$ cat src/rtl/scoreboard_ctrl_pkg.sv
// Shared definitions for the register scoreboard / issue controller.
// REG_ADDR_SIZE sets the register address width (address width = REG_ADDR_SIZE+1).
`ifndef REG_ADDR_SIZE
`define REG_ADDR_SIZE 4
`endif

package scoreboard_ctrl_pkg;

    localparam int SB_ADDR_W = `REG_ADDR_SIZE + 1;

    typedef enum logic {
        SB_RUN   = 1'b0,
        SB_DRAIN = 1'b1
    } sb_state_t;

endpackage

$ cat src/rtl/scoreboard_ctrl_sb_counter.sv
// sb_counter: W-bit up/down counter with one increment and two decrement
// strobes. The net delta is applied each cycle; a result below zero is held
// at zero and flagged on underflow for that cycle; a result above the
// maximum is held at the maximum.
module sb_counter #(
    parameter int W = 2
) (
    input  logic         clk,
    input  logic         rst_n,
    input  logic         inc,
    input  logic         dec_a,
    input  logic         dec_b,
    output logic [W-1:0] count,
    output logic         underflow
);

    logic signed [W+1:0] sum;
    logic [W-1:0]        count_nxt;

    function automatic logic [W-1:0] clamp_cnt(input logic signed [W+1:0] v);
        logic signed [W+1:0] max_v;
        max_v = $signed({2'b00, {W{1'b1}}});
        if (v < 0)
            clamp_cnt = '0;
        else if (v > max_v)
            clamp_cnt = {W{1'b1}};
        else
            clamp_cnt = v[W-1:0];
    endfunction

    // Net delta of this cycle's strobes, clamped into range.
    always_comb begin
        sum       = $signed({2'b00, count})
                  + $signed({{(W+1){1'b0}}, inc})
                  - $signed({{(W+1){1'b0}}, dec_a})
                  - $signed({{(W+1){1'b0}}, dec_b});
        underflow = sum[W+1];
        count_nxt = clamp_cnt(sum);
    end

    // Count register.
    always_ff @(posedge clk or negedge rst_n) begin
        if (!rst_n)
            count <= '0;
        else
            count <= count_nxt;
    end

endmodule

$ cat src/rtl/scoreboard_ctrl.sv
// scoreboard_ctrl: per-register pending-write scoreboard and issue gate
// between decode and execute, with a post-flush drain that holds issue until
// every in-flight write has retired or been squashed.
// Optional: define SCOREBOARD_WB_BYPASS_EN to waive RAW/WAW stalls that a
// same-cycle writeback resolves through register-file forwarding.
module scoreboard_ctrl
    import scoreboard_ctrl_pkg::*;
#(
    parameter int NUM_REGS = 32,
    parameter int ADDR_W   = SB_ADDR_W,
    parameter int CNT_W    = 2,
    parameter int TOT_W    = 8
) (
    input  logic                clk,
    input  logic                rst_n,
    input  logic                issue_valid,
    input  logic [ADDR_W-1:0]   issue_rs1,
    input  logic                issue_rs1_used,
    input  logic [ADDR_W-1:0]   issue_rs2,
    input  logic                issue_rs2_used,
    input  logic [ADDR_W-1:0]   issue_rd,
    input  logic                issue_rd_valid,
    input  logic                wb_valid,
    input  logic [ADDR_W-1:0]   wb_rd,
    input  logic                kill_valid,
    input  logic [ADDR_W-1:0]   kill_rd,
    input  logic                flush,
    output logic                stall,
    output logic                issue_fire,
    output logic [NUM_REGS-1:0] busy,
    output logic                draining,
    output logic                err_underflow
);

    sb_state_t        state, state_nxt;
    logic [CNT_W-1:0] cnt [NUM_REGS];
    logic [NUM_REGS-1:0] uf_vec;
    logic [TOT_W-1:0] total;
    logic             total_uf;
    logic             raw1, raw2, waw;
    logic             tot_inc, tot_dec_wb, tot_dec_kill;
    logic [1:0]       dec_cnt;
    logic             drain_done;

    // x0 is never tracked.
    assign cnt[0]    = '0;
    assign uf_vec[0] = 1'b0;
    assign busy[0]   = 1'b0;

    genvar i;
    generate
        for (i = 1; i < NUM_REGS; i++) begin : g_reg
            sb_counter #(.W(CNT_W)) u_cnt (
                .clk       (clk),
                .rst_n     (rst_n),
                .inc       (issue_fire & issue_rd_valid & (issue_rd == ADDR_W'(i))),
                .dec_a     (wb_valid & (wb_rd == ADDR_W'(i))),
                .dec_b     (kill_valid & (kill_rd == ADDR_W'(i))),
                .count     (cnt[i]),
                .underflow (uf_vec[i])
            );
            assign busy[i] = (cnt[i] != '0);
        end
    endgenerate

    assign tot_inc      = issue_fire & issue_rd_valid & (issue_rd != '0);
    assign tot_dec_wb   = wb_valid & (wb_rd != '0);
    assign tot_dec_kill = kill_valid & (kill_rd != '0);

    sb_counter #(.W(TOT_W)) u_total (
        .clk       (clk),
        .rst_n     (rst_n),
        .inc       (tot_inc),
        .dec_a     (tot_dec_wb),
        .dec_b     (tot_dec_kill),
        .count     (total),
        .underflow (total_uf)
    );

    // Hazard detection and issue gating.
    always_comb begin
        raw1 = issue_rs1_used & (issue_rs1 != '0) & (cnt[issue_rs1] != '0);
        raw2 = issue_rs2_used & (issue_rs2 != '0) & (cnt[issue_rs2] != '0);
        waw  = issue_rd_valid & (issue_rd != '0) & (cnt[issue_rd] == {CNT_W{1'b1}});
`ifdef SCOREBOARD_WB_BYPASS_EN
        if (wb_valid && (wb_rd == issue_rs1) && (cnt[issue_rs1] == CNT_W'(1)))
            raw1 = 1'b0;
        if (wb_valid && (wb_rd == issue_rs2) && (cnt[issue_rs2] == CNT_W'(1)))
            raw2 = 1'b0;
        if (wb_valid && (wb_rd == issue_rd))
            waw = 1'b0;
`endif
        stall      = issue_valid & ((state == SB_DRAIN) | flush | raw1 | raw2 | waw);
        issue_fire = issue_valid & ~stall;
    end

    // No issue fires in DRAIN, so the drain is done once this cycle's
    // retirements cover what is still outstanding.
    assign dec_cnt    = {1'b0, tot_dec_wb} + {1'b0, tot_dec_kill};
    assign drain_done = (total <= TOT_W'(dec_cnt));
    assign draining   = (state == SB_DRAIN);

    // Next-state logic: a flush always (re)enters DRAIN.
    always_comb begin
        state_nxt = state;
        case (state)
            SB_RUN:   if (flush) state_nxt = SB_DRAIN;
            SB_DRAIN: if (!flush && drain_done) state_nxt = SB_RUN;
            default:  state_nxt = SB_RUN;
        endcase
    end

    // State register.
    always_ff @(posedge clk or negedge rst_n) begin
        if (!rst_n)
            state <= SB_RUN;
        else
            state <= state_nxt;
    end

    // Sticky underflow flag, cleared only by reset.
    always_ff @(posedge clk or negedge rst_n) begin
        if (!rst_n)
            err_underflow <= 1'b0;
        else if ((|uf_vec) | total_uf)
            err_underflow <= 1'b1;
    end

endmodule

$ cat config.mk
export PLATFORM = sky130hd
export DESIGN_NAME = scoreboard_ctrl
export DESIGN_NICKNAME = d
export VERILOG_FILES = /design/src/rtl/scoreboard_ctrl_pkg.sv /design/src/rtl/scoreboard_ctrl_sb_counter.sv /design/src/rtl/scoreboard_ctrl.sv
export SDC_FILE = /design/constraint.sdc
export NUM_CORES = 1
export LEC_CHECK = 0
export BUFFER_PORTS_ARGS = -buffer_cell sky130_fd_sc_hd__buf_2
export CAP_MARGIN = 20
export CORE_MARGIN = 8
export CORE_UTILIZATION = 55
export DETAILED_ROUTE_END_ITERATION = 16
export PLACE_DENSITY = 0.74
export SYNTH_ARGS = -nofsm -noshare
export SYNTH_HDL_FRONTEND = slang
export SYNTH_SLANG_ARGS = --single-unit
$ cat constraint.sdc
create_clock -name clk -period 5.7 [get_ports clk]
set_clock_uncertainty 0.15 [all_clocks]
set_input_delay 0.285 -clock clk [delete_from_list [all_inputs] [get_ports clk]]
set_output_delay 0.285 -clock clk [all_outputs]
set_load 0.01 [all_outputs]
# Yosys cells after proc, flatten, opt, wreduce, memory -nomap -nowiden
# Cells that the tools add are included.
[word_totals]
register_bits = 72
in_bits = 34
wordCells = 525
[op_classes]
add_sub_neg = 97
order_cmp = 68
n_eq_ne = 94
mux = 76
bitwise = 115
n_reduce_logical = 41
[op_table]
columns = ["op", "count"]
rows = [
  ["subtractor 4 x 2 -> 4 bit", 62],
  ["== test 5 bit (second input constant)", 48],
  ["two-way mux 2 bit", 68],
  ["greater-than comparator 4 x 3 -> 1 bit (second input constant)", 31],
  ["less-than comparator 4 x 1 -> 1 bit (second input constant)", 31],
  ["== test 5 x 4 -> 1 bit (second input constant)", 24],
  ["AND 1 bit", 105],
  ["adder 2 x 1 -> 3 bit", 31],
  ["nonzero test 2 bit", 33],
  ["== test 5 x 3 -> 1 bit (second input constant)", 12],
  ["OR reduction 31 bit", 1],
  ["binary-select mux 2 bit (select 5 bit)", 3],
  ["== test 5 x 2 -> 1 bit (second input constant)", 6],
  ["nonzero test 5 bit", 5],
  ["subtractor 10 x 2 -> 10 bit", 2],
  [">= comparator 6 bit (second input constant)", 3],
  ["inverter 5 -> 6 bit", 3],
  ["two-way mux 8 bit", 2],
  ["== test 5 x 1 -> 1 bit (second input constant)", 3],
  ["greater-than comparator 10 x 9 -> 1 bit (second input constant)", 1],
  ["less-than comparator 10 x 1 -> 1 bit (second input constant)", 1],
  ["adder 8 x 1 -> 9 bit", 1],
  ["<= comparator 8 x 2 -> 1 bit", 1],
  ["bitwise OR 1 bit", 5],
  ["7 further kinds", 9],
]

# Longest topological paths before layout
# Gate-level depths: netlist of the first run.
[logic_depth]
depth_word = 20
mapped_depth = 17
ltp_nobuf = 15

# Modules after synthesis
# From an unflattened synthesis of the first run, not the netlist that was laid out.
[hier_totals]
cells_unflattened = 914
hier_area_um2 = 8136.6
[by_module_without_submodules]
columns = ["mod", "instances", "cells_per_inst", "area_each_um2", "seq_area_each_um2"]
rows = [
  ["sb_counter (g_reg[10].u_cnt ...)", 31, 15, 165.2, 50.0],
  ["scoreboard_ctrl", 1, 376, 2316.0, 50.0],
  ["sb_counter (u_total)", 1, 73, 700.7, 200.2],
]

# Least setup slack after synthesis of the first run
# OpenSTA, ideal clock, no wires.
[synth_path]
kind = "reg2reg"
from = "register g_reg[24].u_cnt.count[1]"
to = "register u_total.count[0]"
setup_time_ns = 0.078
arrival_time_ns = 3.891
t_required_ns = 5.472
slack_ns = 1.582
stages_incl_launch_ff = 17
path_buffers = 1
cell_sequence = "dfrtp_1 -> or2_1 -> mux4_2 -> a211oi_2 -> a41oi_1 -> a32o_2 -> buf_6 -> nor4_1 -> ha_1 -> fa_1 -> inv_1 -> ha_1 -> inv_1 -> nor3b_1 -> nand4_1 -> mux2_2 -> a21oi_1"
[synth_via]
elab_chain_cells = 19
[synth_lines]
columns = ["item", "line", "text"]
rows = [
  ["from (decl)", "scoreboard_ctrl_sb_counter.sv:13", "output logic [W-1:0] count,"],
  ["from (signal assigned)", "scoreboard_ctrl_sb_counter.sv:46", "count <= count_nxt;"],
  ["binary-select mux 2 bit (select 5 bit)", "scoreboard_ctrl.sv:82", "raw1 = issue_rs1_used & (issue_rs1 != '0) & (cnt[issue_rs1] != '0);"],
  ["two-way mux 2 bit (not written as such) (2 in series)", "scoreboard_ctrl.sv:82", ""],
  ["nonzero test 2 bit", "scoreboard_ctrl.sv:82", ""],
  ["AND 1 bit", "scoreboard_ctrl.sv:82", ""],
  ["bitwise OR 1 bit (2 in series)", "scoreboard_ctrl.sv:93", "stall = issue_valid & ((state == SB_DRAIN) | flush | raw1 | raw2 | waw);"],
  ["bitwise OR 1 bit (*)", "scoreboard_ctrl.sv:93", ""],
  ["AND 1 bit (*)", "scoreboard_ctrl.sv:93", ""],
  ["inverter 1 bit (*)", "scoreboard_ctrl.sv:94", "issue_fire = issue_valid & ~stall;"],
  ["AND 1 bit (*)", "scoreboard_ctrl.sv:94", ""],
  ["AND 1 bit (*) (2 in series)", "scoreboard_ctrl.sv:66", "assign tot_inc = issue_fire & issue_rd_valid & (issue_rd != '0);"],
  ["adder 8 x 1 -> 9 bit (*)", "scoreboard_ctrl_sb_counter.sv:34", "+ $signed({{(W+1){1'b0}}, inc})"],
  ["subtractor 10 x 2 -> 10 bit (*)", "scoreboard_ctrl_sb_counter.sv:35", "- $signed({{(W+1){1'b0}}, dec_a})"],
  ["subtractor 10 x 2 -> 10 bit (*)", "scoreboard_ctrl_sb_counter.sv:36", "- $signed({{(W+1){1'b0}}, dec_b});"],
  ["greater-than comparator 10 x 9 -> 1 bit", "scoreboard_ctrl_sb_counter.sv:25", "else if (v > max_v)"],
  ["two-way mux 8 bit", "scoreboard_ctrl_sb_counter.sv:25", ""],
  ["two-way mux 8 bit (*)", "scoreboard_ctrl_sb_counter.sv:23", "if (v < 0)"],
  ["via u_total.count_nxt[0]", "scoreboard_ctrl_sb_counter.sv:18", "logic [W-1:0] count_nxt;"],
  ["to (signal assigned)", "scoreboard_ctrl_sb_counter.sv:46", ""],
  ["to (decl)", "scoreboard_ctrl_sb_counter.sv:13", ""],
]
# The timed path passes the listed nets; every way through them passes the cells marked *. The select of a mux whose other input is x is not followed.
# A chain may end at the register's enable or synchronous reset.

# Worst setup path after layout of the first run
[layout_path]
from = "register g_reg[21].u_cnt.count[1]"
to = "register err_underflow"
[layout_via]
elab_chain_cells = 18
[layout_lines]
columns = ["item", "line", "text"]
rows = [
  ["from (decl)", "scoreboard_ctrl_sb_counter.sv:13", ""],
  ["from (signal assigned)", "scoreboard_ctrl_sb_counter.sv:46", ""],
  ["parallel branches: the longest is 17 deep, another holds binary-select mux 2 bit (select 5 bit)", "n/a", ""],
  ["bitwise OR 1 bit (*)", "scoreboard_ctrl.sv:125", "else if ((|uf_vec) | total_uf)"],
  ["to (signal assigned)", "scoreboard_ctrl.sv:124", "err_underflow <= 1'b0;"],
  ["to (signal assigned)", "scoreboard_ctrl.sv:126", "err_underflow <= 1'b1;"],
  ["to (decl)", "scoreboard_ctrl.sv:32", "output logic err_underflow"],
]
# Every way passes the cells marked *. The select of a mux whose other input is x is not followed.

==> results of run 1 <==
-- power groups by stage --
| stage | sequential (mW) | clock, mW | combinational [mW] |
|---|---|---|---|
| final | 1.10 | 0.601 | 1.65 |
| after floorplan | 0.949 | 0 | 1.17 |
| after global routing | 1.13 | 0.625 | 1.86 |
| after detailed placement | 1.09 | 0 | 1.62 |
| after global placement | 1.09 | 0 | 1.57 |
| after CTS | 1.08 | 0.604 | 1.63 |
-- registers in the layout, indices dropped and copies added, names as in the netlist --
name / flops
u_total.count: 8
err_underflow: 1
draining: 1
g.u_cnt.count: 62
-- cells by family (layout without fill, tap and decap cells) --
logic type,after synthesis,count (layout),share of synthesized area (%)
muxes,25,25,5.98
adders and majority gates,162,162,29.3
DFF,72,72,21.1
and+or+nand+nor,349,349,21.5
buffers and inverters,224,281,10.7
other,1,1,0.0440
xor gates and xnor gates,25,25,2.57
AOI/OAI and AO/OA,114,114,8.68
-- synthesized netlist by cell type (all sizes together) (2+ instances only) --
library cell and count:
a2111oi 5, a211oi 10, a21oi 44, a22oi 3, a31oi 21, and2 2
and3 5, buf 15, clkbuf 16, dfrtp 72, fa 63, ha 99
inv 193, mux2 4, mux4 20, nand2 74, nand2b 31, nand3 17
nand4 6, nand4b 3, nor2 102, nor2b 7, nor3 62, nor3b 16
nor4 7, o211ai 3, o21ai 2, o221ai 2, o22ai 11, or2 11
xnor2 17, xor2 8
-- layer usage --
metal  track usage, %  share of wire (%)  vias up
li1                 -                  -     3282
met1             33.6                 39     3442
met2             39.4                 44      395
met3             7.54                 12       93
met4             13.4                4.9        2
met5                0              0.044        -
-- cell type report --
| cell class | instances | area, um2 | area share, % |
|---|---|---|---|
| Multi-Input combinational cell | 676 | 5810 | 62.8 |
| Clock inverter | 3 | 40.0 | 0.432 |
| Inverter | 193 | 724 | 7.82 |
| Sequential cell | 72 | 1800 | 19.5 |
| Clock buffer | 13 | 260 | 2.81 |
| Tap cell | 188 | 235 | 2.54 |
| Timing Repair Buffer | 72 | 388 | 4.19 |
-- path summary, 6_finish.rpt --
| path | start | end | slack, ns | depth (start not counted) |
|---|---|---|---|---|
| max | g_reg[21].u_cnt.count[1] | err_underflow | 0.84 | 14 |
| min | flush | draining | 0.07 | 2 |
| max reg2reg | g_reg[21].u_cnt.count[1] | err_underflow | 0.84 | 14 |
| min reg2reg | u_total.count[4] | draining | 0.45 | 2 |
| max in group asynchronous | rst_n | u_total.count[5] | 4.50 | 3 |
| min in group asynchronous | rst_n | g_reg[25].u_cnt.count[0] | 0.28 | 2 |
==> Implementation_results.wiki, run 1 <==
{| class="wikitable"
! Metric !! Value
|-
| Final non-filler cell area || 9260 um2
|-
| Remaining antenna violation count || 0
|-
| Hold buffers post-CTS || 1
|-
| VDD IR max || 0.000207 V
|-
| CP cell instances || nor2_1 > a2111oi_0 > a31oi_1 > a41oi_1 > a32o_2 > buf_4 > nor3_1 > ha_1 > inv_1 > fa_1 > nor3b_1 > nor4_1 > nand4_1 > or3_1
|-
| Post-CTS setup buffers || 0
|-
| RePlAce Congestion || 0.969
|-
| Largest net degree at the start of global routing || 73
|-
| EDFF count, synth || 0
|-
| Number of cells upsized or downsized after cts || 0
|-
| Total grt overflow || 0
|-
| Max Buffers Root-to-Sink || 2
|-
| Number of max-slew violations in the final report || 0
|-
| Clock insertion delay at the later pin of the skew report || 0.35 ns
|-
| Endpoints failing hold || 0
|-
| Register bit count reported by yosys || 72
|-
| Number of unique standard cell types used by synthesis || 63
|-
| Kind of capture point of the worst setup path || flop
|-
| Number of DRC markers in iteration 0 || 736
|-
| Share of synthesized area occupied by flip-flops and latches || 21.1%
|-
| Total GRT Usage || 26.1%
|-
| CP max stage cell || sky130_fd_sc_hd__a2111oi_0
|-
| Top-area cell type share of the netlist area || 21.1%
|-
| Worst hold-check path type || in2reg
|-
| Inserted Clock Buffers || 9
|-
| Combinational share of power || 49.2%
|-
| Antenna violations before repair || 1
|-
| Mean cell area of the mapped netlist || 8.76 um2
|-
| Die W || 140 um
|-
| Worst EP arrival || 4.95 ns
|-
| Final core occ || 61.2%
|-
| Die span in y || 140 um
|-
| Share of flip-flops with an asynchronous set or reset || 100%
|-
| H-tree level count || 3
|-
| Total standard cell area after synthesis || 8520 um2
|-
| Tmin final || 4.86 ns
|-
| Yosys top cell by area || sky130_fd_sc_hd__dfrtp_1
|-
| Layout filler cell count || 1314
|-
| CTS tree || done
|-
| Kind of cell with the highest combined delay on the critical path || simple AND/OR/NAND/NOR gates
|-
| Area post-placement || 8930 um2
|-
| Peak clock frequency supported by timing || 206 MHz
|-
| Slew at the pin closest to its max-slew limit || 0.703 ns
|-
| Maximum net fanout on the critical path || 22
|-
| Final cycle utilization of the critical path || 85.3%
|-
| Via count || 7214
|-
| Most common library cell in the layout ignoring fill and taps || sky130_fd_sc_hd__inv_1
|-
| Drc violations || 0
|-
| Floorplan core area || 15100 um2
|-
| Leakage power of the design || 4.38 nW
|-
| Commonest cells after routing, fill and taps aside || sky130_fd_sc_hd__inv_1, sky130_fd_sc_hd__nor2_1, sky130_fd_sc_hd__ha_1, sky130_fd_sc_hd__nand2_1, sky130_fd_sc_hd__dfrtp_1
|-
| I/O Buffers || 68
|-
| Slew margin rel. || 52.8%
|-
| Gate count of the mapped netlist || 972
|-
| Std cell rows || 45
|-
| Setup TNS Final || 0 ns
|-
| Sequential Power Share || 32.8%
|-
| Count of clock tree sinks || 72
|-
| Number of setup violations in the final report || 0
|-
| Count of nets after finishing || 1220
|-
| Starting density of the core || 56.2%
|-
| Post-synth net total || 1168
|-
| I/O pin count || 70
|-
| Clock tree root driver cell || sky130_fd_sc_hd__clkbuf_16
|-
| RSZ-0062 raised after global routing || no
|-
| Count of buffer and inverter cells on the critical path || 2
|-
| Most area-consuming cells after synthesis || sky130_fd_sc_hd__dfrtp_1, sky130_fd_sc_hd__fa_1, sky130_fd_sc_hd__ha_1
|-
| DR pass1 iterations || 8
|-
| Cell count after placement || 1199
|-
| Per-cell via count in the routed design || 5.93
|-
| Wire length of the first global-routing pass || 39100 um
|-
| Slowest Stage Delay on Critical Path || 0.55 ns
|-
| Clock transition at the registers of the reported paths || 0.06 ns
|-
| Count of synthesis-stage warnings from yosys || 0
|-
| Final cell count without fillers || 1217
|-
| Number of antenna repair diodes || 0
|-
| Run status || finished, final reports clean
|-
| Switch Pwr || 1.54 mW
|-
| Commonest register cell after synthesis || sky130_fd_sc_hd__dfrtp_1
|-
| Via count of the first global-routing pass || 7119
|-
| Share of total power consumed by net switching || 46.0%
|-
| Critical path launch point type || flop
|-
| Proportion of layout cells with a drive suffix above 1 || 14.5%
|-
| DIE AREA || 19700 um2
|-
| Post-Place Worst Slack || 0.655 ns
|-
| Critical path data required time || 5.78 ns
|-
| Design internal power || 1.81 mW
|-
| Worst hold margin || 0.0682 ns
|-
| DPL Wire Length || 19700 um
|-
| Area added between synthesis and finish || 8.72%
|-
| Power share of the clock group || 18.0%
|-
| Crit path setup slack, layout || 0.835 ns
|-
| Startpoint-to-endpoint class of the critical path || reg2reg
|-
| Max cap viols || 0
|-
| Overall power after layout || 3.34 mW
|-
| Total length of routed wires || 24900 um
|-
| Power density normalized to cell area || 361 nW/um2
|-
| Routed length per placed instance || 20.5 um
|}
No activity file was read; power rests on OpenSTA's default activity.
==> inputs of run 2 (changes only) <==
Settings changed: SYNTH_HIERARCHICAL from default to 1.
==> run 2 against run 1 <==
Area after synthesis shrank 4.5%. Combinational power is essentially flat. Sequential cell count is the same. Cell count shrank 4.5%. Sequential power shrank 4%. Total power shrank 1.8%. Synthesized cell count shrank 6.0%. Highest routed layer unchanged. Sequential share of layout area grew 0.78 points.
==> Implementation_results.wiki, run 2 <==
{| class="wikitable"
! Metric !! Value
|-
| Run status || finished, final reports clean
|-
| Die W || 138 um (-2.0%)
|-
| Share of flip-flops with an asynchronous set or reset || 100% (unchanged)
|-
| Slew at the pin closest to its max-slew limit || 0.998 ns (+0.295 ns)
|-
| Top register by number of flip-flops || g.u_cnt/count
|-
| Maximum net fanout on the critical path || 16 (-27%)
|-
| Inserted Clock Buffers || 9 (unchanged)
|-
| Count of nets after finishing || 1177 (-3.5%)
|-
| Start point of the worst min-delay path || flush
|-
| Final core occ || 61.5% (+0.34 points)
|-
| Max cap viols || 0 (unchanged)
|-
| Top-area cell type share of the netlist area || 22.1% (+1.0 points)
|-
| Most frequent cells after synthesis || sky130_fd_sc_hd__inv_1, sky130_fd_sc_hd__nor2_1, sky130_fd_sc_hd__ha_1
|-
| Number of setup violations in the final report || 0 (unchanged)
|-
| Source of the worst register-to-register timing path || g_reg[4].u_cnt/count[0]
|-
| Largest registers || g.u_cnt/count: 62 flops, u_total/count: 8 flops
|-
| Kind of capture point of the worst setup path || flop
|-
| Overall power after layout || 3.29 mW (-1.8%)
|-
| Most common library cell in the layout ignoring fill and taps || sky130_fd_sc_hd__inv_1
|-
| Clock transition at the registers of the reported paths || 0.06 ns (about the same)
|-
| Critical path launch point type || flop
|-
| Total length of routed wires || 21400 um (-14%)
|-
| Total grt overflow || 0 (unchanged)
|-
| Per-cell via count in the routed design || 5.58 (-5.8%)
|-
| Clock tree root driver cell || sky130_fd_sc_hd__clkbuf_16
|-
| Antenna violations before repair || 1 (unchanged)
|-
| Count of clock tree sinks || 72 (unchanged)
|-
| I/O Buffers || 68 (unchanged)
|-
| Remaining antenna violation count || 0 (unchanged)
|-
| Power density normalized to cell area || 369 nW/um2 (+2.2%)
|-
| Total standard cell area after synthesis || 8140 um2 (-4.5%)
|-
| Final cycle utilization of the critical path || 86.2% (+0.89 points)
|-
| Critical R2R Capture || err_underflow
|-
| Slew margin rel. || 33.5% (-19 points)
|-
| Most frequent cell after synthesis || sky130_fd_sc_hd__inv_1
|-
| Proportion of layout cells with a drive suffix above 1 || 15.1% (+0.65 points)
|-
| Total GRT Usage || 23.7% (-2.4 points)
|-
| Number of unique standard cell types used by synthesis || 63 (unchanged)
|-
| Endpoints failing hold || 0 (unchanged)
|-
| Count of synthesis-stage warnings from yosys || 6 (+6)
|-
| Gate count of the mapped netlist || 914 (-6.0%)
|-
| Max Buffers Root-to-Sink || 2 (unchanged)
|-
| Register bit count reported by yosys || 72 (unchanged)
|-
| Floorplan core area || 14500 um2 (-4.4%)
|-
| Routed length per placed instance || 18.4 um (-10%)
|-
| CP max stage cell || sky130_fd_sc_hd__mux4_2
|-
| Final non-filler cell area || 8900 um2 (-3.9%)
|-
| RePlAce Congestion || 0.944 (-2.6%)
|-
| Setup slack of the most critical reg-to-reg path || 0.78 ns (-0.05 ns)
|-
| Setup TNS Final || 0 ns (unchanged)
|-
| Area post-placement || 8590 um2 (-3.8%)
|-
| Starting density of the core || 56.2% (about the same)
|-
| Slowest Stage Delay on Critical Path || 0.51 ns (-0.04 ns)
|-
| Hold path depth || 3 (+1)
|-
| Clock insertion delay at the later pin of the skew report || 0.35 ns (about the same)
|-
| Drc violations || 0 (unchanged)
|-
| I/O pin count || 70 (unchanged)
|-
| DPL Wire Length || 17300 um (-12%)
|-
| Startpoint-to-endpoint class of the critical path || reg2reg
|-
| Flip-flop count of the largest register, all copies and words added || 62 (unchanged)
|-
| CP cell instances || or2_1 > mux4_2 > o2111ai_1 > a31oi_4 > nor4_4 > buf_4 > and2b_1 > fa_1 > ha_1 > ha_1 > fa_1 > a211oi_1 > o21ai_1 > a21boi_2 > nor4_1 > nand4_1 > nor4_1 > nand2_1
|-
| Leakage power of the design || 4.78 nW (+9.1%)
|-
| Commonest cells after routing, fill and taps aside || sky130_fd_sc_hd__inv_1, sky130_fd_sc_hd__nor2_1, sky130_fd_sc_hd__ha_1, sky130_fd_sc_hd__dfrtp_1, sky130_fd_sc_hd__buf_2
|-
| VDD IR max || 0.000287 V (+39%)
|-
| Number of DRC markers in iteration 0 || 543 (-26%)
|-
| EDFF count, synth || 0 (unchanged)
|-
| Yosys top cell by area || sky130_fd_sc_hd__dfrtp_1
|-
| DR pass1 iterations || 6 (-2)
|-
| Hold endpoint || draining
|-
| Die span in y || 138 um (-2.0%)
|-
| Peak clock frequency supported by timing || 203 MHz (-1.0%)
|-
| Mean cell area of the mapped netlist || 8.90 um2 (+1.6%)
|-
| CTS tree || done
|-
| Post-CTS setup buffers || 0 (unchanged)
|-
| Depth of the worst register-to-register path || 18 (+4)
|-
| Share of synthesized area occupied by flip-flops and latches || 22.1% (+1.0 points)
|-
| Std cell rows || 44 (-2.2%)
|-
| Area added between synthesis and finish || 9.43%
|-
| H-tree level count || 3 (unchanged)
|-
| RSZ-0062 raised after global routing || no
|-
| Number of max-slew violations in the final report || 0 (unchanged)
|-
| Largest net degree at the start of global routing || 73 (unchanged)
|-
| Via count || 6487 (-10%)
|-
| Wire length of the first global-routing pass || 33800 um (-13%)
|-
| Critical path data required time || 5.84 ns (+0.06 ns)
|-
| Post-synth net total || 1118 (-4.3%)
|-
| Most area-consuming cells after synthesis || sky130_fd_sc_hd__dfrtp_1, sky130_fd_sc_hd__ha_1, sky130_fd_sc_hd__fa_1
|-
| Number of antenna repair diodes || 0 (unchanged)
|-
| Hold buffers post-CTS || 1 (unchanged)
|-
| Commonest register cell after synthesis || sky130_fd_sc_hd__dfrtp_1
|-
| Via count of the first global-routing pass || 6527 (-8.3%)
|-
| Worst EP arrival || 5.06 ns (+0.11 ns)
|-
| Tmin final || 4.92 ns (+0.0505 ns)
|-
| DIE AREA || 18900 um2 (-4.0%)
|-
| Number of cells upsized or downsized after cts || 0 (unchanged)
|-
| Worst hold-check path type || in2reg
|}
[run 2: cell count changes after synthesis, sizes merged, moves of 15 or more]
| cell | delta |
|---|---|
| nor3b | -16 |
| maj3 | +31 |
| and3 | +28 |
| nand2b | -24 |
| a21oi | -25 |
| nand2 | -52 |
| nor2 | +28 |
| xnor2 | -15 |
| inv | +37 |
| nor3 | -41 |
[run 2: critical path, delay by kind of cell, from the launching register on]
family,cells,cell delay [ns]
adder cells (fa/ha/maj),4,1.28
AO/OA/AOI/OAI,5,1.19
AND/OR/NAND/NOR,7,1.09
multiplexers,1,0.51
flip-flops,1,0.40
buffers and inverters,1,0.24
[run 2: kinds of logic after synthesis]
family | after synthesis | synth area share, %
other | 1 | 0.0461
xor gates and xnor gates | 5 | 0.538
AOI/OAI and AO/OA | 81 | 7.26
buffers and inverters | 253 | 12.2
muxes | 18 | 4.15
adders and majority gates | 201 | 36.3
DFF | 72 | 22.1
and+or+nand+nor | 283 | 17.3
[run 2: how the worst max path moves through the flow]
stage | from | end | slack (ns) | depth (start not counted)
6_report | g_reg[4].u_cnt/count[0] | err_underflow | 0.78 | 18
5_1_grt | g_reg[9].u_cnt/count[1] | err_underflow | 0.35 | 21
4_1_cts | g_reg[22].u_cnt/count[1] | err_underflow | 0.78 | 19
3_5_place_dp | issue_rd[2] | err_underflow | 0.61 | 22
3_3_place_gp | issue_rd[2] | err_underflow | 0.79 | 22
2_1_floorplan | g_reg[4].u_cnt/count[1] | err_underflow | 1.21 | 18
[run 2: layout make-up]
| class | count | area, um2 |
|---|---|---|
| Clock buffer | 13 | 260 |
| Clock inverter | 3 | 40.0 |
| Fill cell | 1253 | 5580 |
| Inverter | 230 | 863 |
| Multi-Input combinational cell | 589 | 5340 |
| Sequential cell | 72 | 1800 |
| Tap cell | 184 | 230 |
| Timing Repair Buffer | 71 | 368 |
[run 2: power breakdown]
part	switching (mW)	total (mW)	internal [mW]	leakage, nW
Sequential	0.319	1.06	0.739	0.892
Combinational	0.895	1.64	0.743	3.74
Clock	0.228	0.590	0.362	0.150
Total	1.44	3.29	1.84	4.78
[run 2: layer usage]
metal / wire [um] / global-route usage (%)
met5: 13 / 0
met4: 500 / 7.85
met3: 2320 / 8.90
met2: 9660 / 36.8
met1: 8860 / 29.8
[run 2: per-stage QoR]
step           cells  setup WS [ns]  hold WS [ns]
2_1_floorplan    914           1.21        -0.161
6_report        1162          0.785         0.106
3_5_place_dp    1145          0.608         0.365
5_1_grt         1162          0.349         0.146
4_1_cts         1162          0.778         0.102
3_3_place_gp    1145          0.793         0.364
==> inputs of run 3 (changes only) <==
Settings changed: CORE_UTILIZATION 55 to 59, PLACE_DENSITY 0.74 to 0.79.
==> run 3 against run 2 <==
The run now ends with hold timing left. Largest cell class unchanged. Setup slack gained 0.063 ns. Maximum frequency increased by 1.3%. Highest routed layer unchanged. Total power up 0.42%. Sequential power hardly changed. Routed wire length rose by 2.2%. Critical path type unchanged. Clock power down 2%.
==> Implementation_results.wiki, run 3 (synthesized netlist as in run 2, its figures left out) <==
{| class="wikitable"
! Metric !! Value
|-
| Startpoint-to-endpoint class of the critical path || reg2reg
|-
| Number of cells upsized or downsized after cts || 0 (unchanged)
|-
| Routed length per placed instance || 18.9 um (+2.9%)
|-
| Crit path setup slack, layout || 0.848 ns (+0.0629 ns)
|-
| Drc violations || 0 (unchanged)
|-
| Leakage power of the design || 4.77 nW (-0.21%)
|-
| Total length of routed wires || 21800 um (+2.2%)
|-
| Setup slack of the most critical reg-to-reg path || 0.85 ns (+0.06 ns)
|-
| Cell count after placement || 1142 (-0.26%)
|-
| Source of the worst register-to-register timing path || g_reg[22].u_cnt/count[1]
|-
| Power share of the clock group || 17.6% (-0.3 points)
|-
| I/O pin count || 70 (unchanged)
|-
| Remaining antenna violation count || 0 (unchanged)
|-
| H-tree level count || 3 (unchanged)
|-
| Via count of the first global-routing pass || 6671 (+2.2%)
|-
| CP max stage cell || sky130_fd_sc_hd__mux4_1
|-
| Max Buffers Root-to-Sink || 2 (unchanged)
|-
| Count of buffer and inverter cells on the critical path || 2 (+1)
|-
| Die W || 133 um (-3.0%)
|-
| Critical path launch point type || flop
|-
| Slew margin rel. || 33.3% (-0.17 points)
|-
| Total grt overflow || 0 (unchanged)
|-
| CP cell instances || nor2_1 > a21oi_1 > mux4_1 > a211oi_2 > o21ai_2 > nor4_4 > and2b_1 > fa_1 > inv_1 > ha_1 > inv_1 > ha_1 > fa_1 > a211oi_1 > o21ai_1 > a21boi_2 > nor4_1 > nand4_1 > nor4_1 > nand2_1
|-
| Critical path data required time || 5.78 ns (-0.06 ns)
|-
| Kind of capture point of the worst setup path || flop
|-
| Clock transition at the registers of the reported paths || 0.06 ns (about the same)
|-
| Starting density of the core || 59.5% (+3.3 points)
|-
| Power density normalized to cell area || 372 nW/um2 (+0.70%)
|-
| Final core occ || 65.0% (+3.5 points)
|-
| Overall power after layout || 3.30 mW (+0.42%)
|-
| End point of the critical path || err_underflow
|-
| Peak clock frequency supported by timing || 206 MHz (+1.3%)
|-
| Per-cell via count in the routed design || 5.72 (+2.5%)
|-
| Endpoints failing hold || 72 (+72)
|-
| Post-Place Worst Slack || 0.786 ns (+0.178 ns)
|-
| Max cap viols || 0 (unchanged)
|-
| Number of setup violations in the final report || 0 (unchanged)
|-
| Final cell count without fillers || 1154 (-0.69%)
|-
| DIE AREA || 17800 um2 (-6.0%)
|-
| Critical R2R Capture || err_underflow
|-
| Share of total power consumed by net switching || 44.3% (+0.40 points)
|-
| Wire length of the first global-routing pass || 34700 um (+2.5%)
|-
| Slew at the pin closest to its max-slew limit || 1.00 ns (+0.00257 ns)
|-
| RSZ-0062 raised after global routing || no
|-
| I/O Buffers || 68 (unchanged)
|-
| Worst hold margin || -0.0399 ns (-0.146 ns)
|-
| Std cell rows || 43 (-2.3%)
|-
| VDD IR max || 0.000280 V (-2.4%)
|-
| Tmin final || 4.85 ns (-0.0629 ns)
|-
| Final non-filler cell area || 8880 um2 (-0.28%)
|-
| CTS tree || done
|-
| Count of nets after finishing || 1177 (unchanged)
|-
| Via count || 6606 (+1.8%)
|-
| Worst hold-check path type || in2async
|-
| Critical Path Start || g_reg[22].u_cnt/count[1]
|-
| Flip-flop count of the largest register, all copies and words added || 62 (unchanged)
|-
| Clock tree root driver cell || sky130_fd_sc_hd__clkbuf_16
|-
| Area added between synthesis and finish || 9.12%
|-
| DR pass1 iterations || 6 (unchanged)
|-
| Maximum net fanout on the critical path || 8 (-8)
|-
| Run status || finished, violations left
|-
| Slowest Stage Delay on Critical Path || 0.52 ns (about the same)
|-
| Most common library cell in the layout ignoring fill and taps || sky130_fd_sc_hd__inv_1
|-
| Final cycle utilization of the critical path || 85.1% (-1.1 points)
|-
| Setup TNS Final || 0 ns (unchanged)
|-
| RePlAce Congestion || 0.989 (+4.8%)
|-
| Violations in the final reports || hold timing
|-
| Depth of the worst register-to-register path || 20 (+2)
|-
| Total GRT Usage || 25.0% (+1.3 points)
|-
| Area post-placement || 8600 um2 (about the same)
|-
| Largest net degree at the start of global routing || 73 (unchanged)
|-
| Floorplan core area || 13700 um2 (-5.6%)
|-
| Number of DRC markers in iteration 0 || 526 (-3.1%)
|-
| Worst EP arrival || 4.93 ns (-0.13 ns)
|-
| Sequential Power Share || 32.4% (+0.2 points)
|-
| Total number of cells along the worst setup path || 20 (+2)
|-
| Die span in y || 133 um (-3.0%)
|-
| Design internal power || 1.84 mW (-0.30%)
|-
| Proportion of layout cells with a drive suffix above 1 || 15.1% (-0.041 points)
|-
| Combinational share of power || 50.1% (+0.3 points)
|-
| Number of antenna repair diodes || 0 (unchanged)
|-
| Number of max-slew violations in the final report || 0 (unchanged)
|-
| Commonest cells after routing, fill and taps aside || sky130_fd_sc_hd__inv_1, sky130_fd_sc_hd__nor2_1, sky130_fd_sc_hd__ha_1, sky130_fd_sc_hd__dfrtp_1, sky130_fd_sc_hd__buf_2
|-
| Kind of cell with the highest combined delay on the critical path || simple AND/OR/NAND/NOR gates
|-
| Antenna violations before repair || 1 (unchanged)
|-
| Post-CTS setup buffers || 0 (unchanged)
|-
| DPL Wire Length || 17300 um (+0.19%)
|-
| Inserted Clock Buffers || 9 (unchanged)
|-
| Clock insertion delay at the later pin of the skew report || 0.35 ns (about the same)
|-
| Switch Pwr || 1.46 mW (+1.3%)
|-
| Hold buffers post-CTS || 0 (-1)
|-
| Count of clock tree sinks || 72 (unchanged)
|-
| Top register by number of flip-flops || g.u_cnt/count
|-
| Largest registers || g.u_cnt/count: 62 flops, u_total/count: 8 flops
|}
## run 3: cell type report
type	instances	area (um2)
fill	1113	4790
clock inverter	1	30.0
multi-input combinational	589	5340
sequential	72	1800
timing repair buffer	71	365
tap	180	225
clock buffer	11	253
inverter	230	863
## run 3: how the worst min path moves through the flow
| stage | start | cells past startpoint | slack [ns] | endpoint |
|---|---|---|---|---|
| after floorplan | rst_n | 0 | -0.16 | draining |
| after global placement | rst_n | 1 | 0.35 | g_reg[10].u_cnt/count[0] |
| after detailed placement | rst_n | 1 | 0.37 | g_reg[14].u_cnt/count[1] |
| after CTS | rst_n | 1 | 0.007 | g_reg[14].u_cnt/count[1] |
| after global routing | rst_n | 1 | 0.04 | g_reg[14].u_cnt/count[1] |
| final | rst_n | 1 | -0.04 | g_reg[10].u_cnt/count[0] |
## run 3: power by group through the flow
| stage | registers, mW | clock network [mW] | logic [mW] |
|---|---|---|---|
| CTS | 1.06 | 0.580 | 1.64 |
| detailed placement | 1.06 | 0 | 1.64 |
| finish | 1.07 | 0.579 | 1.65 |
| global route | 1.10 | 0.596 | 1.84 |
| floorplan | 0.947 | 0 | 1.16 |
| global placement | 1.06 | 0 | 1.57 |
## run 3: metal layers
metal	up-vias	wire, um	share of wire (%)	track usage, %
met5	-	13	0.060	0
met1	3192	8570	39	31.3
li1	3003	-	-	-
met2	341	10100	46	38.9
met3	68	2330	11	7.19
met4	2	770	3.5	11.7
